[config.mk]
export PLATFORM = sky130hd
export DESIGN_NAME = ac_sys_status_sgpio_tx_flat
export DESIGN_NICKNAME = d
export VERILOG_FILES = /design/src/rtl/ac_sgpio_pkg.sv /design/src/rtl/ac_sys_status_sgpio_tx_if.sv /design/src/rtl/ac_sgpio_clk_div.sv /design/src/rtl/ac_sys_status_sgpio_tx.sv /design/src/flat_wrapper.sv
export SDC_FILE = /design/constraint.sdc
export NUM_CORES = 1
export LEC_CHECK = 0
export CAP_MARGIN = 20
export CELL_PAD_IN_SITES_DETAIL_PLACEMENT = 0
export CELL_PAD_IN_SITES_GLOBAL_PLACEMENT = 1
export CORE_UTILIZATION = 41
export DETAILED_ROUTE_END_ITERATION = 8
export GPL_TIMING_DRIVEN = 0
export PLACE_DENSITY_LB_ADDON = 0.3
export RECOVER_POWER = 50
export SLEW_MARGIN = 20
export SYNTH_ARGS = -nofsm -noshare
export SYNTH_HDL_FRONTEND = slang
export SYNTH_HIERARCHICAL = 1
export SYNTH_SLANG_ARGS = --single-unit
export TNS_END_PERCENT = 50
[constraint.sdc]
create_clock -name iClk -period 2.7 [get_ports iClk]
set_clock_uncertainty 0.15 [all_clocks]
set_input_delay 0.81 -clock iClk [delete_from_list [all_inputs] [get_ports iClk]]
set_output_delay 0.81 -clock iClk [all_outputs]
set_load 0.02 [all_outputs]
[src/rtl/ac_sgpio_pkg.sv]
// ac_sgpio_pkg: shared state encoding, frame layout and CPU ID encodings for the SGPIO status link
package ac_sgpio_pkg;
  typedef enum logic [1:0] {IDLE, LOAD, SHIFT, GAP} sgpioState_e;
  localparam int FRAME_BITS = 16;
  localparam int POS_SYS_OK = 15;
  localparam int POS_CPU_MISMATCH = 14;
  localparam int POS_HBM = 13;
  localparam int POS_SOCKET_REMOVED = 12;
  localparam int POS_SKT_OCC = 10;
  localparam int POS_PROC_ID_CPU0 = 8;
  localparam int POS_PROC_ID_CPU1 = 6;
  localparam int POS_PKG_ID_CPU0 = 3;
  localparam int POS_PKG_ID_CPU1 = 0;
  localparam logic [1:0] PROC_ID_SPR = 2'b00;
  localparam logic [1:0] PROC_ID_GNR = 2'b10;
  localparam logic [2:0] PKG_ID_NON_MCP = 3'b000;
  localparam logic [2:0] PKG_ID_HBM = 3'b010;
  function automatic logic [FRAME_BITS-1:0] packFrame(
    input logic sysOk, cpuMismatch, hbm, socketRemoved,
    input logic [1:0] sktOcc, procId0, procId1,
    input logic [2:0] pkgId0, pkgId1
  );
    logic [FRAME_BITS-1:0] f;
    f = '0;
    f[POS_SYS_OK] = sysOk;
    f[POS_CPU_MISMATCH] = cpuMismatch;
    f[POS_HBM] = hbm;
    f[POS_SOCKET_REMOVED] = socketRemoved;
    f[POS_SKT_OCC +: 2] = sktOcc;
    f[POS_PROC_ID_CPU0 +: 2] = procId0;
    f[POS_PROC_ID_CPU1 +: 2] = procId1;
    f[POS_PKG_ID_CPU0 +: 3] = pkgId0;
    f[POS_PKG_ID_CPU1 +: 3] = pkgId1;
    return f;
  endfunction
endpackage

[src/rtl/ac_sys_status_sgpio_tx_if.sv]
// ac_sys_status_sgpio_tx_if: status inputs from system-check and SGPIO pins toward the BMC
interface ac_sys_status_sgpio_tx_if;
  logic iEnable;
  logic iSYS_OK;
  logic iCPU_MISMATCH;
  logic iHBM;
  logic iSOCKET_REMOVED;
  logic [1:0] ivCPU_SKT_OCC;
  logic [1:0] ivPROC_ID_CPU0;
  logic [1:0] ivPROC_ID_CPU1;
  logic [2:0] ivPKG_ID_CPU0;
  logic [2:0] ivPKG_ID_CPU1;
  logic oSCLK;
  logic oSLOAD;
  logic oSDATA;
  logic oFRAME_DONE;
  modport master (
    input iEnable, iSYS_OK, iCPU_MISMATCH, iHBM, iSOCKET_REMOVED,
    input ivCPU_SKT_OCC, ivPROC_ID_CPU0, ivPROC_ID_CPU1, ivPKG_ID_CPU0, ivPKG_ID_CPU1,
    output oSCLK, oSLOAD, oSDATA, oFRAME_DONE
  );
  modport slave (
    output iEnable, iSYS_OK, iCPU_MISMATCH, iHBM, iSOCKET_REMOVED,
    output ivCPU_SKT_OCC, ivPROC_ID_CPU0, ivPROC_ID_CPU1, ivPKG_ID_CPU0, ivPKG_ID_CPU1,
    input oSCLK, oSLOAD, oSDATA, oFRAME_DONE
  );
endinterface

[src/rtl/ac_sgpio_clk_div.sv]
// ac_sgpio_clk_div: half-period counter producing SCLK rise/fall strobes while enabled
module ac_sgpio_clk_div #(
  parameter int CLK_DIV = 4
) (
  input  logic iClk,
  input  logic iRst_n,
  input  logic iEnable,
  output logic oTickRise,
  output logic oTickFall
);
  localparam logic [7:0] DIV_LAST = 8'(CLK_DIV - 1);
  logic [7:0] divCnt;
  logic phaseHigh;
  logic halfDone;
  assign halfDone = iEnable && divCnt == DIV_LAST;
  assign oTickRise = halfDone && !phaseHigh;
  assign oTickFall = halfDone && phaseHigh;
  always_ff @(posedge iClk or negedge iRst_n) begin
    if (!iRst_n) begin
      divCnt <= '0;
      phaseHigh <= 1'b0;
    end else if (!iEnable) begin
      divCnt <= '0;
      phaseHigh <= 1'b0;
    end else begin
      divCnt <= halfDone ? 8'd0 : (divCnt == 8'hFF ? divCnt : divCnt + 8'd1);
      phaseHigh <= phaseHigh ^ halfDone;
    end
  end
endmodule

[src/rtl/ac_sys_status_sgpio_tx.sv]
// ac_sys_status_sgpio_tx: streams 16-bit system-check/strap frames to the BMC over SCLK/SLOAD/SDATA
module ac_sys_status_sgpio_tx
  import ac_sgpio_pkg::*;
#(
  parameter int CLK_DIV = 4,
  parameter int GAP_CYCLES = 32
) (
  input logic iClk,
  input logic iRst_n,
  ac_sys_status_sgpio_tx_if.master bus
);
  localparam logic [9:0] GAP_LAST = 10'(GAP_CYCLES - 1);
  sgpioState_e state, stateNext;
  logic [FRAME_BITS-1:0] frame, shReg;
  logic [3:0] bitCnt;
  logic [9:0] gapCnt;
  logic tickRise, tickFall, lastFall, startFrame;
  logic sclk, sload, sdata, frameDone;
  ac_sgpio_clk_div #(.CLK_DIV(CLK_DIV)) uClkDiv (
    .iClk(iClk),
    .iRst_n(iRst_n),
    .iEnable(state == SHIFT),
    .oTickRise(tickRise),
    .oTickFall(tickFall)
  );
  assign frame = packFrame(bus.iSYS_OK, bus.iCPU_MISMATCH, bus.iHBM, bus.iSOCKET_REMOVED,
                           bus.ivCPU_SKT_OCC, bus.ivPROC_ID_CPU0, bus.ivPROC_ID_CPU1,
                           bus.ivPKG_ID_CPU0, bus.ivPKG_ID_CPU1);
  always_comb begin
    stateNext = state;
    lastFall = tickFall && bitCnt == 4'd15;
    case (state)
      IDLE:    stateNext = bus.iEnable ? LOAD : IDLE;
      LOAD:    stateNext = SHIFT;
      SHIFT:   stateNext = lastFall ? GAP : SHIFT;
      GAP:     stateNext = gapCnt == GAP_LAST ? (bus.iEnable ? LOAD : IDLE) : GAP;
      default: stateNext = IDLE;
    endcase
    startFrame = stateNext == LOAD;
  end
  always_ff @(posedge iClk or negedge iRst_n) begin
    if (!iRst_n) state <= IDLE;
    else state <= stateNext;
  end
  // Outputs are registered from next-state decisions so LOAD already shows bit 15 and SLOAD.
  always_ff @(posedge iClk or negedge iRst_n) begin
    if (!iRst_n) begin
      shReg <= '0;
      bitCnt <= '0;
      gapCnt <= '0;
      sclk <= 1'b0;
      sload <= 1'b0;
      sdata <= 1'b0;
      frameDone <= 1'b0;
    end else begin
      sclk <= tickRise ? 1'b1 : (tickFall ? 1'b0 : sclk);
      frameDone <= lastFall;
      gapCnt <= state == GAP ? (gapCnt == 10'h3FF ? gapCnt : gapCnt + 10'd1) : 10'd0;
      if (startFrame) begin
        shReg <= frame;
        sdata <= frame[FRAME_BITS-1];
        sload <= 1'b1;
        bitCnt <= '0;
      end else if (tickFall) begin
        shReg <= shReg << 1;
        sdata <= lastFall ? 1'b0 : shReg[FRAME_BITS-2];
        sload <= 1'b0;
        bitCnt <= bitCnt == 4'd15 ? bitCnt : bitCnt + 4'd1;
      end
    end
  end
  assign bus.oSCLK = sclk;
  assign bus.oSLOAD = sload;
  assign bus.oSDATA = sdata;
  assign bus.oFRAME_DONE = frameDone;
endmodule

[src/flat_wrapper.sv]
// flat-port wrapper written by rule: the top's interface ports become plain ports
module ac_sys_status_sgpio_tx_flat import ac_sgpio_pkg::*;
#(
  parameter int CLK_DIV = 4,
  parameter int GAP_CYCLES = 32
)
  (iClk, iRst_n, bus_iEnable, bus_iSYS_OK, bus_iCPU_MISMATCH, bus_iHBM, bus_iSOCKET_REMOVED, bus_ivCPU_SKT_OCC, bus_ivPROC_ID_CPU0, bus_ivPROC_ID_CPU1, bus_ivPKG_ID_CPU0, bus_ivPKG_ID_CPU1, bus_oSCLK, bus_oSLOAD, bus_oSDATA, bus_oFRAME_DONE);
  ac_sys_status_sgpio_tx_if bus_i ();
  input logic iClk;
  input logic iRst_n;
  input wire logic [$bits(bus_i.iEnable)-1:0] bus_iEnable;
  input wire logic [$bits(bus_i.iSYS_OK)-1:0] bus_iSYS_OK;
  input wire logic [$bits(bus_i.iCPU_MISMATCH)-1:0] bus_iCPU_MISMATCH;
  input wire logic [$bits(bus_i.iHBM)-1:0] bus_iHBM;
  input wire logic [$bits(bus_i.iSOCKET_REMOVED)-1:0] bus_iSOCKET_REMOVED;
  input wire logic [$bits(bus_i.ivCPU_SKT_OCC)-1:0] bus_ivCPU_SKT_OCC;
  input wire logic [$bits(bus_i.ivPROC_ID_CPU0)-1:0] bus_ivPROC_ID_CPU0;
  input wire logic [$bits(bus_i.ivPROC_ID_CPU1)-1:0] bus_ivPROC_ID_CPU1;
  input wire logic [$bits(bus_i.ivPKG_ID_CPU0)-1:0] bus_ivPKG_ID_CPU0;
  input wire logic [$bits(bus_i.ivPKG_ID_CPU1)-1:0] bus_ivPKG_ID_CPU1;
  output wire logic [$bits(bus_i.oSCLK)-1:0] bus_oSCLK;
  output wire logic [$bits(bus_i.oSLOAD)-1:0] bus_oSLOAD;
  output wire logic [$bits(bus_i.oSDATA)-1:0] bus_oSDATA;
  output wire logic [$bits(bus_i.oFRAME_DONE)-1:0] bus_oFRAME_DONE;
  assign bus_i.iEnable = bus_iEnable;
  assign bus_i.iSYS_OK = bus_iSYS_OK;
  assign bus_i.iCPU_MISMATCH = bus_iCPU_MISMATCH;
  assign bus_i.iHBM = bus_iHBM;
  assign bus_i.iSOCKET_REMOVED = bus_iSOCKET_REMOVED;
  assign bus_i.ivCPU_SKT_OCC = bus_ivCPU_SKT_OCC;
  assign bus_i.ivPROC_ID_CPU0 = bus_ivPROC_ID_CPU0;
  assign bus_i.ivPROC_ID_CPU1 = bus_ivPROC_ID_CPU1;
  assign bus_i.ivPKG_ID_CPU0 = bus_ivPKG_ID_CPU0;
  assign bus_i.ivPKG_ID_CPU1 = bus_ivPKG_ID_CPU1;
  assign bus_oSCLK = bus_i.oSCLK;
  assign bus_oSLOAD = bus_i.oSLOAD;
  assign bus_oSDATA = bus_i.oSDATA;
  assign bus_oFRAME_DONE = bus_i.oFRAME_DONE;
  ac_sys_status_sgpio_tx #(.CLK_DIV(CLK_DIV), .GAP_CYCLES(GAP_CYCLES)) u_core (.iClk(iClk), .iRst_n(iRst_n), .bus(bus_i));
endmodule
==> Word level (Yosys, flattened, before mapping) <==
Index checks and enable logic that the tools add are counted.
{ "classes": {"n_addsub": 3, "eq_ne": 12, "muxes": 21, "bitwise": 1, "reduce_logical": 9} }
{ "op_table": {"columns": ["cell", "n"], "rows": [
  ["two-way mux 15 bit", 2],
  ["two-way mux 8 bit", 3],
  ["two-way mux 10 bit", 2],
  ["two-way mux 4 bit", 3],
  ["adder 10 x 1 -> 10 bit, second input constant", 1],
  ["== test 10 bit, second input constant", 1],
  ["== test 10 x 5 -> 1 bit, second input constant", 1],
  ["two-way mux 1 bit", 9],
  ["adder 8 x 1 -> 8 bit, second input constant", 1],
  ["== test 8 x 2 -> 1 bit, second input constant", 1],
  ["== test 8 bit, second input constant", 1],
  ["one-hot mux 2 bit (4 select lines)", 1],
  ["adder 4 x 1 -> 4 bit, second input constant", 1],
  ["== test 2 x 1 -> 1 bit, second input constant", 2],
  ["== test 2 bit, second input constant", 2],
  ["== test 4 bit, second input constant", 1],
  ["logical AND 1 bit", 4],
  ["nonzero test 2 bit", 2],
  ["inequality test 3 bit, second input constant", 1],
  ["zero test 2 bit", 1],
  ["two-way mux 2 bit", 1],
  ["inequality test 2 x 1 -> 1 bit, second input constant", 1],
  ["inequality test 2 bit, second input constant", 1],
  ["AND reduction 2 bit", 1],
  ["other kinds (2)", 2]
]} }
{ "totals": {"register_bits": 44, "out_inout_bits": 4, "wordCells": 56} }

==> Depth between registers and ports, before layout <==
Gate-level depths: netlist of run 1.
{ "depth": {"depth_word": 9, "mapped_depth": 9, "mapped_depth_nobuf": 8} }

==> Modules after synthesis <==
Netlist of run 1, hierarchy kept.
{ "modules_own_cells": {"columns": ["module", "n_inst", "cells_each", "area_each_um2"], "rows": [
  ["ac_sys_status_sgpio_tx", 1, 159, 1881.8],
  ["ac_sgpio_clk_div", 1, 54, 546.8]
]} }

==> Worst setup path after synthesis of run 1 <==
OpenSTA, ideal clock, no wires.
{ "synth_timing": {"path_kind": "flip-flop to flip-flop", "start": "register u_core.uClkDiv.divCnt[0]", "end": "register u_core.shReg[4]", "arrival_time_ns": 2.510, "setup_slack_ns": -0.085, "path_stages_with_launch": 8, "path_buffers": 1, "synth_period_minus_slack_ns": 2.785, "cell_sequence": "dfrtp_1 ha_1 or4b_4 nor3_1 ha_1 clkbuf_1 mux2_2 mux2_2"} }
{ "synth_via": {"elab_chain_len": 8, "word_cells_on_any_way": 9, "cone_classes": "eq/ne (2); mux (3); reduce/logical (4)"} }
{ "synth_rtl": {"columns": ["element", "line_no", "rtl"], "rows": [
  ["start: declaration", "ac_sgpio_clk_div.sv:12", "logic [7:0] divCnt;"],
  ["start signal: assignment", "ac_sgpio_clk_div.sv:26", "divCnt <= halfDone ? 8'd0 : (divCnt == 8'hFF ? divCnt : divCnt + 8'd1);"],
  ["== test 8 x 2 -> 1 bit *", "ac_sgpio_clk_div.sv:15", "assign halfDone = iEnable && divCnt == DIV_LAST;"],
  ["logical AND 1 bit *", "ac_sgpio_clk_div.sv:15", null],
  ["logical AND 1 bit *", "ac_sgpio_clk_div.sv:17", "assign oTickFall = halfDone && phaseHigh;"],
  ["named net u_core.tickFall", "ac_sys_status_sgpio_tx.sv:17", "logic tickRise, tickFall, lastFall, startFrame;"],
  ["logical AND 1 bit", "ac_sys_status_sgpio_tx.sv:31", "lastFall = tickFall && bitCnt == 4'd15;"],
  ["two-way mux 1 bit", "ac_sys_status_sgpio_tx.sv:35", "SHIFT: stateNext = lastFall ? GAP : SHIFT;"],
  ["one-hot mux 2 bit (4 select lines)", "ac_sys_status_sgpio_tx.sv:32", "case (state)"],
  ["== test 2 x 1 -> 1 bit", "ac_sys_status_sgpio_tx.sv:39", "startFrame = stateNext == LOAD;"],
  ["two-way mux 15 bit / nonzero test 2 bit (equally long branches)", null, null],
  ["end signal: assignment", "ac_sys_status_sgpio_tx.sv:60", "shReg <= frame;"],
  ["end signal: assignment", "ac_sys_status_sgpio_tx.sv:65", "shReg <= shReg << 1;"],
  ["end: declaration", "ac_sys_status_sgpio_tx.sv:14", "logic [FRAME_BITS-1:0] frame, shReg;"]
]} }
Mark *: on every way through the listed nets, which the timed path passes. The rest lies on a longest branch.
A chain may end at the register's enable or synchronous reset.

==> Worst setup path in the final report of run 1 <==
{ "layout_timing": {"start": "register u_core.uClkDiv.divCnt[0]", "end": "register u_core.shReg[11]"} }
The elaborated chain is that of the path after synthesis.

==> impl_metrics.env, run 1 <==
export IMPL_fmax_mhz=380.0
export IMPL_crit_slowest_cell="or4b_4"
export IMPL_hpwl_mm=3.378
export IMPL_avgRoutedWirePerCell_um=15.03
export IMPL_synthArstFlopShare_pct=100.0
export IMPL_dp_slack_ns=-0.2322
export IMPL_path_cells="ha_1 -> or4b_4 -> nor3_4 -> ha_2 -> clkbuf_8 -> mux2_2 -> mux2_4"
export IMPL_vdd_drop_max_mv=0.4274
export IMPL_syn_inst=213
export IMPL_cellLeakagePower_nw=1.254
export IMPL_nNetsFinal=271
export IMPL_htree_levels=2
export IMPL_maxSlewViolCount=0
export IMPL_io_buffers=22
export IMPL_setup_slack_ns=0.06818
export IMPL_clkSinkCount=44
export IMPL_cts_root_buf="clkbuf_8"
export IMPL_fin_hold_ws_ns=0.3430
export IMPL_swShare_pct=28.21
export IMPL_syn_cell_area_um2=2429
export IMPL_grt_usage_pct=16.62
export IMPL_worst_slew_pin_slew_ns=1.112
export IMPL_p_int_w=0.001364
export IMPL_worstPathRequired_ns=2.73
export IMPL_synthesis_nets=238
export IMPL_vias=1774
export IMPL_synth_seq_cells=44
export IMPL_maxCapViolCount=0
export IMPL_hold_viol=0
export IMPL_min_from="u_core/bus.oSCLK"
export IMPL_cts_tree="yes"
export IMPL_synth_top_area_share_pct=45.34
export IMPL_gr_total_overflow=0
export IMPL_synth_common_cells="dfrtp_1, mux2_2, nand2_1"
export IMPL_clk_pin_slew_ns=0.09
export IMPL_reg2reg_from="u_core/uClkDiv/divCnt[0]"
export IMPL_fin_crit_sh_pct=97.47
export IMPL_postCtsHoldBufs=0
export IMPL_setup_viol_count_final=0
export IMPL_final_util_pct=51.87
export IMPL_synth_area_leader_cell="dfrtp_1"
export IMPL_ios=23
export IMPL_arrival_ns=2.66
export IMPL_initial_core_util_pct=43.31
export IMPL_avgSynthCellArea_um2=11.40
export IMPL_vias_per_cell=5.561
export IMPL_synth_most_common_cell="dfrtp_1"
export IMPL_power_frac_clock_pct=28.0
export IMPL_cts_buffers=5
export IMPL_slew_limit_headroom_pct=25.86
export IMPL_cpLargestDelayFamily="simple AND/OR/NAND/NOR gates"
export IMPL_cp_buffers_inverters=1
export IMPL_start_kind="flip-flop"
export IMPL_crit_fanout=10
export IMPL_grt_pass1_vias=1788
export IMPL_rsz0062_at_grt="no"
export IMPL_die_w_um=78.97
export IMPL_drive_above_1_share_pct=25.10
export IMPL_ys_warnings_count=6
export IMPL_gp_congestion=0.8118
export IMPL_endpoint_kind="flip-flop"
export IMPL_slowest_delay_ns=0.52
export IMPL_clock_latency_ns=0.29
export IMPL_switchingPower_w=0.0005361
export IMPL_seq_area_frac_synth_pct=45.34
export IMPL_die_h_um=78.97
export IMPL_min_period_ns=2.632
export IMPL_die_area_um2=6235
export IMPL_synthTopCellsByArea="dfrtp_1, mux2_2, mux2_4, ha_1, nand2_1"
export IMPL_drtAntennaViolNets=0
export IMPL_fillCellCount=540
export IMPL_setup_tns_ns=0
export IMPL_grt_pass1_wl_mm=8.183
export IMPL_p_total_w=0.001900
export IMPL_areaGrowthSynthToFinish_pct=19.78
export IMPL_drt_first_pass_iters=4
export IMPL_seq_power_share_pct=46.0
export IMPL_antenna_found_initial=0
export IMPL_fp_coreArea_um2=5608
export IMPL_drt_wl_total_mm=4.794
export IMPL_grt_max_degree=25
export IMPL_crit_start="u_core/uClkDiv/divCnt[0]"
export IMPL_drt_iter0_markers=50
export IMPL_cts_path_max_buffers=2
export IMPL_diodes=0
export IMPL_hp_class="flip-flop to flip-flop"
export IMPL_synth_cell_types=53
export IMPL_drc_errors=0
export IMPL_synth_edf_count=0
export IMPL_power_density_nw_per_um2=653.1
export IMPL_synthFlopType="dfrtp_1"
export IMPL_status="finished clean"
export IMPL_combPwrFrac_pct=26.0
export IMPL_rows=27
export IMPL_setup_worst_path_class="flip-flop to flip-flop"
## kinds of logic after synthesis
family | synth area share (%)
muxes | 16.69
xor gates and xnor gates | 0.7214
buffers and inverters | 3.091
AOI/OAI and AO/OA | 13.34
and+or+nand+nor | 17.72
DFF | 45.34
adders and majority gates | 3.091
## path summary, 6_finish.rpt
check	endpoint	slack, ns	cells past startpoint
setup reg to reg	u_core/shReg[11]	0.07	7
setup / recovery	u_core/shReg[11]	0.07	7
hold / removal	u_core/bus.oSCLK	0.34	1
min in group asynchronous	u_core/bus.oSLOAD	0.55	1
hold reg to reg	u_core/bus.oSCLK	0.34	1
max in group asynchronous	u_core/uClkDiv/divCnt[0]	0.62	2
## layout make-up
type | instances | area (µm²) | share of cell area (%)
plain buffers | 8 | 68.82 | 2.366
clock inverters | 2 | 38.79 | 1.333
repair buffers | 26 | 237.7 | 8.172
clock buffers | 6 | 82.58 | 2.839
inverters | 6 | 22.52 | 0.7742
multi-input cells | 155 | 1266 | 43.53
well taps | 72 | 90.09 | 3.097
flip-flops and latches | 44 | 1102 | 37.89
## cell usage in the layout, fill, tap and decap left out, types with 5 or more instances in the layout
| master | netlist | final |
|---|---|---|
| a21oi_1 | 9 | 9 |
| and3_1 | 5 | 5 |
| clkbuf_8 | 0 | 7 |
| clkdlybuf4s50_1 | 0 | 21 |
| dfrtp_1 | 44 | 43 |
| ha_1 | 6 | 5 |
| inv_1 | 6 | 6 |
| mux2_2 | 20 | 20 |
| mux2_4 | 10 | 10 |
| nand2_1 | 14 | 14 |
| nand3_1 | 7 | 7 |
| nand4_1 | 6 | 6 |
| nor2_1 | 6 | 6 |
| o21ai_0 | 9 | 9 |
## state kept, by name (all words and copies together) (netlist names)
signal / count
u_core/bitCnt: 4
u_core/bus.oFRAME_DONE: 1
u_core/bus.oSCLK: 1
u_core/bus.oSDATA: 1
u_core/bus.oSLOAD: 1
u_core/gapCnt: 10
u_core/shReg: 15
u_core/state: 2
u_core/uClkDiv/divCnt: 8
u_core/uClkDiv/phaseHigh: 1
## power groups by stage
stage	clock (W)	combinational (W)	sequential [W]
floorplan	0	0.000311	0.000887
global placement	0	0.000442	0.000894
detailed placement	0	0.000460	0.000895
CTS	0.000552	0.000482	0.000876
global route	0.000573	0.000547	0.000892
finish	0.000533	0.000493	0.000874
## timing repair
| item | CTS | global route |
|---|---|---|
| resized for setup | 6 | 2 |
| endpoints found under the hold margin | 0 | 0 |
| pin swaps | 0 | 1 |
| endpoints found under the setup margin | 16 | 15 |
| setup buffers | 1 | 2 |
## routing by layer
layer	global-route usage [%]	wire, µm	part of all wire [%]	vias to the layer above
met3	2.874	134	2.8	4
met4	6.545	44	0.92	0
li1	-	-	-	874
met5	0	0	0	-
met2	27.33	2298	48	19
met1	21.67	2316	48	877
## per-stage QoR
stage / area [µm²] / instances
3_5_place_dp: 2755 / 308
2_1_floorplan: 2430 / 213
4_1_cts: 2904 / 317
6_report: 2909 / 319
5_1_grt: 2909 / 319
3_3_place_gp: 2740 / 307
No activity file was read; power rests on OpenSTA's default activity.
==> run 2: changes to the inputs <==
--- a/config.mk
+++ b/config.mk
@@ -9,6 +9,7 @@
 export CELL_PAD_IN_SITES_DETAIL_PLACEMENT = 0
 export CELL_PAD_IN_SITES_GLOBAL_PLACEMENT = 1
 export CORE_UTILIZATION = 41
+export CTS_CLUSTER_SIZE = 10
 export DETAILED_ROUTE_END_ITERATION = 8
 export GPL_TIMING_DRIVEN = 0
 export PLACE_DENSITY_LB_ADDON = 0.3
==> results of run 2 <==
The final DEF is identical to that of run 1; final timing and power are the same.
==> run 3: changes to the inputs <==
--- a/config.mk
+++ b/config.mk
@@ -12,8 +12,10 @@
 export CTS_CLUSTER_SIZE = 10
 export DETAILED_ROUTE_END_ITERATION = 8
 export GPL_TIMING_DRIVEN = 0
+export HOLD_SLACK_MARGIN = 0.02
 export PLACE_DENSITY_LB_ADDON = 0.3
 export RECOVER_POWER = 50
+export REMOVE_ABC_BUFFERS = 1
 export SLEW_MARGIN = 20
 export SYNTH_ARGS = -nofsm -noshare
 export SYNTH_HDL_FRONTEND = slang
==> constraint.sdc (replaced) <==
create_clock -name iClk -period 2.7 [get_ports iClk]
set_clock_uncertainty 0.15 [all_clocks]
set_input_delay 0.81 -clock iClk [delete_from_list [all_inputs] [get_ports iClk]]
set_output_delay 0.81 -clock iClk [all_outputs]
set_load 0.05 [all_outputs]
==> impl_metrics.env, run 3 (synthesis results as in run 1) <==
export IMPL_gr_total_overflow=0
export IMPL_seq_power_share_pct=47.8
export IMPL_drive_above_1_share_pct=23.21
export IMPL_fin_crit_sh_pct=95.61
export IMPL_drt_first_pass_iters=5
export IMPL_cts_root_buf="clkbuf_8"
export IMPL_setup_tns_ns=0
export IMPL_p_int_w=0.001308
export IMPL_switchingPower_w=0.0005475
export IMPL_final_common_cell="dfrtp_1"
export IMPL_power_density_nw_per_um2=652.0
export IMPL_cellLeakagePower_nw=1.204
export IMPL_dp_slack_ns=-0.5955
export IMPL_drc_errors=0
export IMPL_gp_congestion=0.7527
export IMPL_worst_slew_pin_slew_ns=0.8842
export IMPL_die_w_um=78.97
export IMPL_drt_iter0_markers=99
export IMPL_grt_pass1_wl_mm=7.900
export IMPL_ios=23
export IMPL_multi_input_area_um2=1276
export IMPL_grt_max_degree=29
export IMPL_top_register="u_core/shReg"
export IMPL_min_period_ns=2.581
export IMPL_rsz0062_at_grt="no"
export IMPL_place_area_um2=2701
export IMPL_largest_reg_flops=15
export IMPL_cts_tree="yes"
export IMPL_die_area_um2=6235
export IMPL_whs_endpoint="u_core/bus.oSLOAD"
export IMPL_swShare_pct=29.51
export IMPL_die_h_um=78.97
export IMPL_setup_viol_count_final=0
export IMPL_power_frac_clock_pct=26.0
export IMPL_reg2reg_slack_ns=0.12
export IMPL_start_kind="flip-flop"
export IMPL_worstPathRequired_ns=2.73
export IMPL_whs_path_depth=1
export IMPL_drtAntennaViolNets=0
export IMPL_fmax_mhz=387.4
export IMPL_combPwrFrac_pct=26.2
export IMPL_crit_fanout=11
export IMPL_final_cell_area_um2=2845
export IMPL_antenna_found_initial=0
export IMPL_min_from="u_core/bus.oSLOAD"
export IMPL_fp_coreArea_um2=5608
export IMPL_reg2reg_from="u_core/uClkDiv/divCnt[1]"
export IMPL_vdd_drop_max_mv=0.3159
export IMPL_grt_usage_pct=16.38
export IMPL_avgRoutedWirePerCell_um=14.60
export IMPL_setup_slack_ns=0.1186
export IMPL_io_buffers=22
export IMPL_endpoint_kind="flip-flop"
export IMPL_diodes=0
export IMPL_maxCapViolCount=0
export IMPL_htree_levels=2
export IMPL_drt_wl_total_mm=4.510
export IMPL_status="finished clean"
export IMPL_setup_worst_path_class="flip-flop to flip-flop"
export IMPL_cts_path_max_buffers=2
export IMPL_rr_worst_depth=7
export IMPL_reg_top3="u_core/shReg (15), u_core/gapCnt (10), u_core/uClkDiv/divCnt (8)"
export IMPL_areaGrowthSynthToFinish_pct=17.16
export IMPL_slowest_delay_ns=0.52
export IMPL_hpwl_mm=3.026
export IMPL_final_cell_mix="dfrtp_1, clkdlybuf4s50_1, mux2_2"
export IMPL_clkSinkCount=44
export IMPL_vias_per_cell=5.712
export IMPL_nNetsFinal=263
export IMPL_rows=27
export IMPL_vias=1765
export IMPL_cts_buffers=5
export IMPL_area_sequential_um2=1104
export IMPL_clock_latency_ns=0.30
export IMPL_slew_limit_headroom_pct=41.05
export IMPL_fillCellCount=542
export IMPL_hold_viol=0
export IMPL_crit_start="u_core/uClkDiv/divCnt[1]"
export IMPL_path_cells="ha_1 -> or4b_4 -> nor3_4 -> ha_4 -> buf_4 -> mux2_2 -> mux2_4"
export IMPL_grt_pass1_vias=1663
export IMPL_r2r_end="u_core/shReg[13]"
export IMPL_maxSlewViolCount=0
export IMPL_crit_slowest_cell="or4b_4"
export IMPL_hp_class="flip-flop to flip-flop"
export IMPL_clk_pin_slew_ns=0.08
export IMPL_initial_core_util_pct=43.31
export IMPL_arrival_ns=2.61
## run 3: changes by cell type in the layout (fill, tap and decap cells not counted), moves of 2 or more
cell | previous run | this run
clkbuf_1 | 3 | 1
clkbuf_8 | 7 | 5
buf_2 | 2 | 0
buf_6 | 3 | 0
## run 3: per-stage QoR
step	std cells	hold slack (ns)	total power [W]	utilization (%)
detailed placement	300	0.3175	0.001373	48.17
CTS	308	0.2937	0.001871	50.85
global placement	299	0.3129	0.001361	47.90
finish	309	0.3321	0.001855	50.74
floorplan	205	0.3644	0.001222	-
global route	309	0.3441	0.001966	50.74
## run 3: repair_timing
action | 4_1_cts | 5_1_grt
hold buffers | 0 | 0
setup buffers | 2 | 1
resized for setup | 4 | 2
pin swaps | 1 | 1
gates cloned | 0 | 0
setup endpoints to repair | 24 | 18
hold endpoints to repair | 0 | 0
## run 3: worst max path at each step
stage | endpoint | slack [ns] | cells past startpoint
finish | u_core/shReg[13] | 0.12 | 7
global route | u_core/shReg[9] | 0.002 | 7
CTS | u_core/shReg[4] | 0.002 | 7
detailed placement | u_core/bitCnt[0] | -0.60 | 7
global placement | u_core/bitCnt[0] | -0.62 | 1
floorplan | u_core/bitCnt[0] | -0.16 | 7
## run 3: area by class of cell
| cell class | count | area share (%) |
|---|---|---|
| multi-input combinational | 155 | 44.85 |
| clock inverter | 1 | 1.055 |
| clock buffer | 5 | 2.419 |
| tap | 72 | 3.166 |
| inverter | 6 | 0.7916 |
| timing repair buffer | 26 | 8.927 |
| sequential | 44 | 38.79 |
## run 3: power groups by stage
| stage | registers (W) | clock network, W | logic, W |
|---|---|---|---|
| global placement | 0.000900 | 0 | 0.000461 |
| floorplan | 0.000927 | 0 | 0.000295 |
| CTS | 0.000891 | 0.000502 | 0.000478 |
| global route | 0.000908 | 0.000520 | 0.000538 |
| detailed placement | 0.000903 | 0 | 0.000470 |
| finish | 0.000888 | 0.000482 | 0.000486 |
## run 3: worst max-delay path: cells and delay by family (launching register included)
family	cells	cell delay (ns)
multiplexers	2	0.60
flip-flops	1	0.43
buffers and inverters	1	0.19
AND/OR/NAND/NOR	2	0.72
adder cells (fa/ha/maj)	2	0.38
## run 3: routing by layer
metal | part of all wire [%] | GRT usage (%) | vias up | wire length (µm)
met5 | 0 | 0 | - | 0
met4 | 1.4 | 5.455 | 0 | 64
met3 | 4.0 | 4.253 | 6 | 181
met2 | 46 | 25.60 | 37 | 2074
met1 | 49 | 21.99 | 866 | 2188
li1 | - | - | 856 | -
